===== src/rtl/lsu_pkg.sv =====
// Shared types and funct3 encodings for the load/store unit.
package lsu_pkg;

    localparam logic [2:0] LB  = 3'b000;
    localparam logic [2:0] LH  = 3'b001;
    localparam logic [2:0] LW  = 3'b010;
    localparam logic [2:0] LBU = 3'b100;
    localparam logic [2:0] LHU = 3'b101;

    typedef enum logic [1:0] {
        IDLE = 2'd0,
        REQ  = 2'd1,
        WAIT = 2'd2,
        RESP = 2'd3
    } lsu_state_t;

    typedef enum logic [1:0] {
        NONE        = 2'd0,
        MISALIGNED  = 2'd1,
        BUS_TIMEOUT = 2'd2
    } err_cause_t;

endpackage


===== src/rtl/lsu_unit_if.sv =====
// Data-memory bus between the load/store unit (master) and memory (slave).
interface lsu_unit_if #(
    parameter int unsigned ADDR_W = 32
) ();
    logic              mem_req;
    logic              mem_we;
    logic [ADDR_W-1:0] mem_addr;
    logic [3:0]        mem_be;
    logic [31:0]       mem_wdata;
    logic              mem_gnt;
    logic              mem_rvalid;
    logic [31:0]       mem_rdata;

    modport master (
        output mem_req, mem_we, mem_addr, mem_be, mem_wdata,
        input  mem_gnt, mem_rvalid, mem_rdata
    );

    modport slave (
        input  mem_req, mem_we, mem_addr, mem_be, mem_wdata,
        output mem_gnt, mem_rvalid, mem_rdata
    );
endinterface


===== src/rtl/lsu_align.sv =====
// Lane steering for stores, legality/alignment check, and load extract/extend.
module lsu_align
    import lsu_pkg::*;
(
    input  logic        i_we,
    input  logic [2:0]  i_funct3,
    input  logic [1:0]  i_addr_lo,
    input  logic [31:0] i_wdata,
    input  logic [31:0] i_rdata,
    output logic [3:0]  o_be,
    output logic [31:0] o_wdata,
    output logic        o_illegal,
    output logic [31:0] o_load
);

    logic [7:0]  w_byte;
    logic [15:0] w_half;
    logic        w_misaligned;
    logic        w_bad_f3;

    always_comb begin
        o_be    = 4'b1111;
        o_wdata = i_wdata;
        unique case (i_funct3[1:0])
            2'b00: begin
                o_be    = 4'b0001 << i_addr_lo;
                o_wdata = {4{i_wdata[7:0]}};
            end
            2'b01: begin
                o_be    = i_addr_lo[1] ? 4'b1100 : 4'b0011;
                o_wdata = {2{i_wdata[15:0]}};
            end
            default: begin
                o_be    = 4'b1111;
                o_wdata = i_wdata;
            end
        endcase
    end

    // Stores have no unsigned variants, so funct3[2] is illegal for them.
    assign w_bad_f3 = (i_funct3 == 3'b011) || (i_funct3[2:1] == 2'b11) || (i_we && i_funct3[2]);
    assign w_misaligned = ((i_funct3[1:0] == 2'b01) && i_addr_lo[0])
                       || ((i_funct3[1:0] == 2'b10) && (i_addr_lo != 2'b00));
    assign o_illegal = w_bad_f3 || w_misaligned;

    assign w_byte = i_rdata[{i_addr_lo, 3'b000} +: 8];
    assign w_half = i_addr_lo[1] ? i_rdata[31:16] : i_rdata[15:0];

    always_comb begin
        o_load = i_rdata;
        case (i_funct3)
            LB:      o_load = {{24{w_byte[7]}}, w_byte};
            LBU:     o_load = {24'h0, w_byte};
            LH:      o_load = {{16{w_half[15]}}, w_half};
            LHU:     o_load = {16'h0, w_half};
            default: o_load = i_rdata;
        endcase
    end

endmodule


===== src/rtl/lsu_unit.sv =====
// Load/store unit: issues one word-aligned bus transaction per operation and
// returns extended load data or an error to writeback.
module lsu_unit
    import lsu_pkg::*;
#(
    parameter int unsigned TIMEOUT_CYC = 255,
    parameter int unsigned ADDR_W      = 32
) (
    input  logic              clk_i,
    input  logic              rst_i,
    input  logic              valid_i,
    input  logic              we_i,
    input  logic [2:0]        funct3_i,
    input  logic [ADDR_W-1:0] addr_i,
    input  logic [31:0]       wdata_i,
    output logic              busy_o,
    output logic              done_o,
    output logic [31:0]       rdata_o,
    output logic              err_o,
    output logic [1:0]        err_cause_o,
    lsu_unit_if.master        mem_if
);

    localparam logic [7:0] TMO = 8'(TIMEOUT_CYC);

    lsu_state_t        r_state, w_state_d;
    err_cause_t        r_cause, w_cause;
    logic              r_we;
    logic [2:0]        r_funct3;
    logic [1:0]        r_addr_lo;
    logic [ADDR_W-1:0] r_addr;
    logic [3:0]        r_be;
    logic [31:0]       r_wdata;
    logic [31:0]       r_rdata;
    logic [7:0]        r_cnt;
    logic [7:0]        w_cnt_inc;
    logic              w_timeout;
    logic              w_accept;
    logic              w_finish;
    logic              w_idle;
    logic              w_al_we;
    logic [2:0]        w_al_f3;
    logic [1:0]        w_al_lo;
    logic [3:0]        w_be;
    logic [31:0]       w_wdata;
    logic              w_illegal;
    logic [31:0]       w_load;

    assign w_idle = (r_state == IDLE);

    // In IDLE the aligner looks at the incoming operation; otherwise at the latched one.
    assign w_al_we = w_idle ? we_i : r_we;
    assign w_al_f3 = w_idle ? funct3_i : r_funct3;
    assign w_al_lo = w_idle ? addr_i[1:0] : r_addr_lo;

    lsu_align u_align (
        .i_we      (w_al_we),
        .i_funct3  (w_al_f3),
        .i_addr_lo (w_al_lo),
        .i_wdata   (wdata_i),
        .i_rdata   (mem_if.mem_rdata),
        .o_be      (w_be),
        .o_wdata   (w_wdata),
        .o_illegal (w_illegal),
        .o_load    (w_load)
    );

    assign w_cnt_inc = (r_cnt == 8'hFF) ? r_cnt : r_cnt + 8'd1;
    assign w_timeout = (w_cnt_inc >= TMO);

    always_comb begin
        w_state_d = r_state;
        w_cause   = NONE;
        w_accept  = 1'b0;
        case (r_state)
            IDLE: begin
                if (valid_i) begin
                    if (w_illegal) begin
                        w_state_d = RESP;
                        w_cause   = MISALIGNED;
                    end else begin
                        w_state_d = REQ;
                        w_accept  = 1'b1;
                    end
                end
            end
            REQ: begin
                if (mem_if.mem_gnt && mem_if.mem_rvalid) begin
                    w_state_d = RESP;
                end else if (w_timeout) begin
                    w_state_d = RESP;
                    w_cause   = BUS_TIMEOUT;
                end else if (mem_if.mem_gnt) begin
                    w_state_d = WAIT;
                end
            end
            WAIT: begin
                if (mem_if.mem_rvalid) begin
                    w_state_d = RESP;
                end else if (w_timeout) begin
                    w_state_d = RESP;
                    w_cause   = BUS_TIMEOUT;
                end
            end
            RESP:    w_state_d = IDLE;
            default: w_state_d = IDLE;
        endcase
    end

    assign w_finish = (w_state_d == RESP) && (r_state != RESP);

    always_ff @(posedge clk_i) begin
        if (rst_i) begin
            r_state   <= IDLE;
            r_cause   <= NONE;
            r_we      <= 1'b0;
            r_funct3  <= 3'b000;
            r_addr_lo <= 2'b00;
            r_addr    <= '0;
            r_be      <= 4'b0000;
            r_wdata   <= 32'h0;
            r_rdata   <= 32'h0;
            r_cnt     <= 8'h00;
        end else begin
            r_state <= w_state_d;
            if (w_accept) begin
                r_we      <= we_i;
                r_funct3  <= funct3_i;
                r_addr_lo <= addr_i[1:0];
                r_addr    <= {addr_i[ADDR_W-1:2], 2'b00};
                r_be      <= w_be;
                r_wdata   <= w_wdata;
                r_cnt     <= 8'h00;
            end else if ((r_state == REQ) || (r_state == WAIT)) begin
                r_cnt <= w_cnt_inc;
            end
            if (w_finish) begin
                r_cause <= w_cause;
                r_rdata <= ((w_cause == NONE) && !r_we) ? w_load : 32'h0;
            end
        end
    end

    assign busy_o      = !w_idle;
    assign done_o      = (r_state == RESP);
    assign rdata_o     = r_rdata;
    assign err_o       = (r_cause != NONE);
    assign err_cause_o = r_cause;

    assign mem_if.mem_req   = (r_state == REQ);
    assign mem_if.mem_we    = r_we;
    assign mem_if.mem_addr  = r_addr;
    assign mem_if.mem_be    = r_be;
    assign mem_if.mem_wdata = r_wdata;

endmodule


===== src/flat_wrapper.sv =====
// flat-port wrapper written by rule: the top's interface ports become plain ports
module lsu_unit_flat import lsu_pkg::*;
#(
    parameter int unsigned TIMEOUT_CYC = 255,
    parameter int unsigned ADDR_W      = 32
)
  (clk_i, rst_i, valid_i, we_i, funct3_i, addr_i, wdata_i, busy_o, done_o, rdata_o, err_o, err_cause_o, mem_if_mem_req, mem_if_mem_we, mem_if_mem_addr, mem_if_mem_be, mem_if_mem_wdata, mem_if_mem_gnt, mem_if_mem_rvalid, mem_if_mem_rdata);
  lsu_unit_if #(.ADDR_W(ADDR_W)) mem_if_i ();
  input  logic clk_i;
  input  logic rst_i;
  input  logic valid_i;
  input  logic we_i;
  input  logic [2:0] funct3_i;
  input  logic [ADDR_W-1:0] addr_i;
  input  logic [31:0] wdata_i;
  output logic busy_o;
  output logic done_o;
  output logic [31:0] rdata_o;
  output logic err_o;
  output logic [1:0] err_cause_o;
  output wire logic [$bits(mem_if_i.mem_req)-1:0] mem_if_mem_req;
  output wire logic [$bits(mem_if_i.mem_we)-1:0] mem_if_mem_we;
  output wire logic [$bits(mem_if_i.mem_addr)-1:0] mem_if_mem_addr;
  output wire logic [$bits(mem_if_i.mem_be)-1:0] mem_if_mem_be;
  output wire logic [$bits(mem_if_i.mem_wdata)-1:0] mem_if_mem_wdata;
  input wire logic [$bits(mem_if_i.mem_gnt)-1:0] mem_if_mem_gnt;
  input wire logic [$bits(mem_if_i.mem_rvalid)-1:0] mem_if_mem_rvalid;
  input wire logic [$bits(mem_if_i.mem_rdata)-1:0] mem_if_mem_rdata;
  assign mem_if_mem_req = mem_if_i.mem_req;
  assign mem_if_mem_we = mem_if_i.mem_we;
  assign mem_if_mem_addr = mem_if_i.mem_addr;
  assign mem_if_mem_be = mem_if_i.mem_be;
  assign mem_if_mem_wdata = mem_if_i.mem_wdata;
  assign mem_if_i.mem_gnt = mem_if_mem_gnt;
  assign mem_if_i.mem_rvalid = mem_if_mem_rvalid;
  assign mem_if_i.mem_rdata = mem_if_mem_rdata;
  lsu_unit #(.TIMEOUT_CYC(TIMEOUT_CYC), .ADDR_W(ADDR_W)) u_core (.clk_i(clk_i), .rst_i(rst_i), .valid_i(valid_i), .we_i(we_i), .funct3_i(funct3_i), .addr_i(addr_i), .wdata_i(wdata_i), .busy_o(busy_o), .done_o(done_o), .rdata_o(rdata_o), .err_o(err_o), .err_cause_o(err_cause_o), .mem_if(mem_if_i));
endmodule

===== config.mk =====
export PLATFORM = sky130hd
export DESIGN_NAME = lsu_unit_flat
export DESIGN_NICKNAME = d
export VERILOG_FILES = /design/src/rtl/lsu_pkg.sv /design/src/rtl/lsu_unit_if.sv /design/src/rtl/lsu_align.sv /design/src/rtl/lsu_unit.sv /design/src/flat_wrapper.sv
export SDC_FILE = /design/constraint.sdc
export NUM_CORES = 1
export LEC_CHECK = 0
export CAP_MARGIN = 10
export CORE_MARGIN = 2
export CORE_UTILIZATION = 45
export CTS_CLUSTER_SIZE = 25
export DETAILED_ROUTE_END_ITERATION = 8
export DONT_BUFFER_PORTS = 1
export PLACE_DENSITY = 0.7
export SYNTH_ARGS = -nofsm -noshare
export SYNTH_HDL_FRONTEND = slang
export SYNTH_SLANG_ARGS = --single-unit

===== constraint.sdc =====
create_clock -name clk_i -period 3.7 [get_ports clk_i]
set_input_delay 0.74 -clock clk_i [delete_from_list [all_inputs] [get_ports clk_i]]
set_output_delay 0.74 -clock clk_i [all_outputs]
set_load 0.005 [all_outputs]

==> results.yml <==
worst_setup_path:
  critPathLaunch: "u_core.r_state[0]"
  r2r-start: "u_core.r_state[0]"
  cp.arrival_ns: 3.57
  crit_path_end_kind: "flop"
  startpoint_type: "flop"
  crit_type: "flop to flop"
  required_ns: 4.05
  rrSetupSlack_ns: 0.49
  worstPathMaxFanout: 13
synthesis:
  ys_seq_area_share_pct: 42.5
  syn-mean-instance-area_um2: 8.48
  synth-simple-area-share_pct: 19.2
  synth-async-reset-ratio_pct: 0
  syn_area_um2: 5470
  synth_cells: 645
  synth_compound_area_share_pct: 23.5
  synth-edff-count: 0
  synth_fa_ha_area_share_pct: 1.37
  ys_seq_elements: 116
  synth_top_family_by_area: "compound AO/OA/AOI/OAI gates"
  synthDistinctLibCells: 63
  synth_xor_area_share_pct: 0.481
  synthMuxAreaShare_pct: 8.40
  synth-main-ff-cell: "dfxtp_1"
  yosysWarnings: 0
timing:
  fin_tns_setup_ns: 0
  skew_ns: 0.00637
  tightest_slew_ns: 0.902
  maxSlewViolCount: 0
  hold_viol: 0
  finalSetupViolCount: 0
  slew_headroom_pct: 39.9
  whs_ns: 0.398
  fmax_mhz: 311
  rsz0062_at_grt: "no"
  period_needed_ns: 3.21
  post-route-period-util_pct: 86.8
floorplanning:
  start_util_pct: 45.9
  num_rows: 40
  dieWidth_um: 114
  die_h_um: 114
  die-area_um2: 13000
  core_um2: 11900
  ioPinCount: 212
layout:
  areaGrowthSynthToFinish_pct: 13.6
  fin_area_um2: 6210
  fin_util_pct: 52.2
  nFillCells: 1098
  nNetsFinal: 741
  antennaDiodeCount: 0
  drive_gt1_share_pct: 12.6
  layout.cells.non_filler: 790
cts:
  clockRootBuffer: "clkbuf_16"
  h-tree-depth: 4
  cts_resized: 0
  ctsLongestPathBuffers: 2
  clk_latency_ns: 0.41
  ctsHoldBuffers: 0
  clock_sinks: 116
  numCtsBuffers: 17
  cts_tree: "built"
  post_cts_buffers: 0
  clkTransAtPathRegs_ns: 0.06
pwr:
  power_per_cell_area_nw_per_um2: 910
  peakVddDrop_mv: 0.394
  p_leak_nw: 2.31
detailed_routing:
  wl_per_cell_um: 19.8
  drc_errors: 0
  ant_nets: 0
  drt_pass1_iterations: 5
  vias: 4817
  drt_iter0_drc: 408
  wl_mm: 15.6
  viasPerCell: 6.10
global_routing:
  grt_pass1_vias: 4513
  grt_pass1_wl_mm: 23.7
  grtUsageTotal_pct: 23.4
  use_met3_pct: 9.95
  grt_busiest_layer: "met2"
  antenna_found_initial: 0
  grt_util_met1_pct: 26.1
  grt_max_degree: 93
  grt.overflow.total: 0
  grtUsageMet2_pct: 39.2
placement:
  dp_cells: 758
  place_area_um2: 5570
  place_congestion: 0.851
  dp_hpwl_mm: 11.1
  port_buffers: 0
run:
  cap_violations: 0
run_status:
  outcome: "finished clean"
min_path:
  min_from: "rst_i"
  hold_path_class: "input port to flop"
[flip-flops by register name, summed over array words and instances (netlist names)]
register and cells:
u_core.r_addr_lo 2, u_core.mem_if.mem_we 1, u_core.mem_if.mem_wdata 32, u_core.err_cause_o 2, u_core.mem_if.mem_addr 30, u_core.r_funct3 3, u_core.rdata_o 32, u_core.mem_if.mem_be 4
u_core.r_state 2, u_core.r_cnt 8
[critical path: stages, from the launching register on]
cell and delay (ns):
dfxtp_1 0.41, inv_1 0.09, ha_1 0.36, buf_4 0.26
mux2i_4 0.24, nor2_1 0.28, and2_1 0.48, a22oi_1 0.12
a2111oi_0 0.74, a31o_1 0.17
[cell type report]
| cell class | count | area, µm² | area share, % |
|---|---|---|---|
| Clock buffer | 17 | 425 | 6.85 |
| Clock inverter | 15 | 220 | 3.54 |
| Tap cell | 147 | 184 | 2.96 |
| Sequential cell | 116 | 2320 | 37.4 |
| Inverter | 9 | 33.8 | 0.544 |
| Multi-Input combinational cell | 473 | 2930 | 47.2 |
| Timing Repair Buffer | 13 | 97.6 | 1.57 |
[cell usage in the layout (no fill, tap or decap), types with 8 or more instances in the layout]
cell type	n
a211oi_1	10
a311oi_1	14
nand3_1	17
nand2_1	139
nor2_1	56
clkbuf_16	17
inv_1	8
o21ai_0	9
o2bb2ai_2	10
dfxtp_1	116
o211ai_1	8
mux2_2	9
mux2i_1	28
a21oi_1	59
buf_4	13
nor2b_1	8
[per-stage QoR]
stage,worst slack (ns),power [W]
2_1_floorplan,1.13,0.00341
3_3_place_gp,0.640,0.00380
3_5_place_dp,0.518,0.00389
4_1_cts,0.515,0.00569
5_1_grt,0.187,0.00601
6_report,0.487,0.00565
[kinds of logic (layout without fill, tap and decap cells)]
logic type,after synthesis,in the layout
compound gates,176,176
xor+xnor,3,3
fa+ha+maj,6,6
buf+inv,57,54
flops,116,116
mux,41,41
other cells,1,2
simple gates,245,245
[layer usage]
layer	share of wire (%)	vias to the layer above
met3	11	32
met5	0	-
met4	2.4	0
met1	38	2269
met2	48	231
li1	-	2285
[synth_stat cells, drive strengths merged (2+ instances only)]
cell | count | area [µm²]
a2111oi | 6 | 52.6
a211o | 7 | 61.3
a211oi | 10 | 75.1
a21oi | 60 | 304
a22o | 4 | 35.0
a22oi | 7 | 52.6
a311oi | 14 | 123
a31o | 6 | 52.6
a31oi | 7 | 43.8
a32oi | 2 | 17.5
and3 | 2 | 12.5
buf | 13 | 83.8
clkbuf | 35 | 131
dfxtp | 116 | 2320
ha | 6 | 75.1
inv | 8 | 30.0
mux2 | 9 | 101
mux2i | 31 | 335
nand2 | 140 | 528
nand3 | 18 | 95.1
nand4 | 3 | 33.8
nor2 | 56 | 210
nor2b | 8 | 50.1
nor3 | 6 | 30.0
nor3b | 2 | 15.0
o211ai | 9 | 72.6
o21a | 2 | 15.0
o21ai | 10 | 53.8
o22ai | 7 | 43.8
o2bb2ai | 17 | 211
o311ai | 2 | 17.5
or2 | 3 | 18.8
xnor2 | 2 | 17.5
[path summary, 6_finish.rpt]
kind         depth (start not counted)                          end
min                                  1         u_core.mem_if.mem_we
min reg2reg                          2  u_core.mem_if.mem_wdata[28]
max reg2reg                          9            u_core.rdata_o[4]
max                                  9            u_core.rdata_o[4]
[where the power goes]
part / switching [W] / internal (W)
Combinational: 0.00123 / 0.000777
Clock: 0.000630 / 0.00115
Sequential: 0.000286 / 0.00158
Total: 0.00215 / 0.00351
Power figures use the tool's default switching activity.
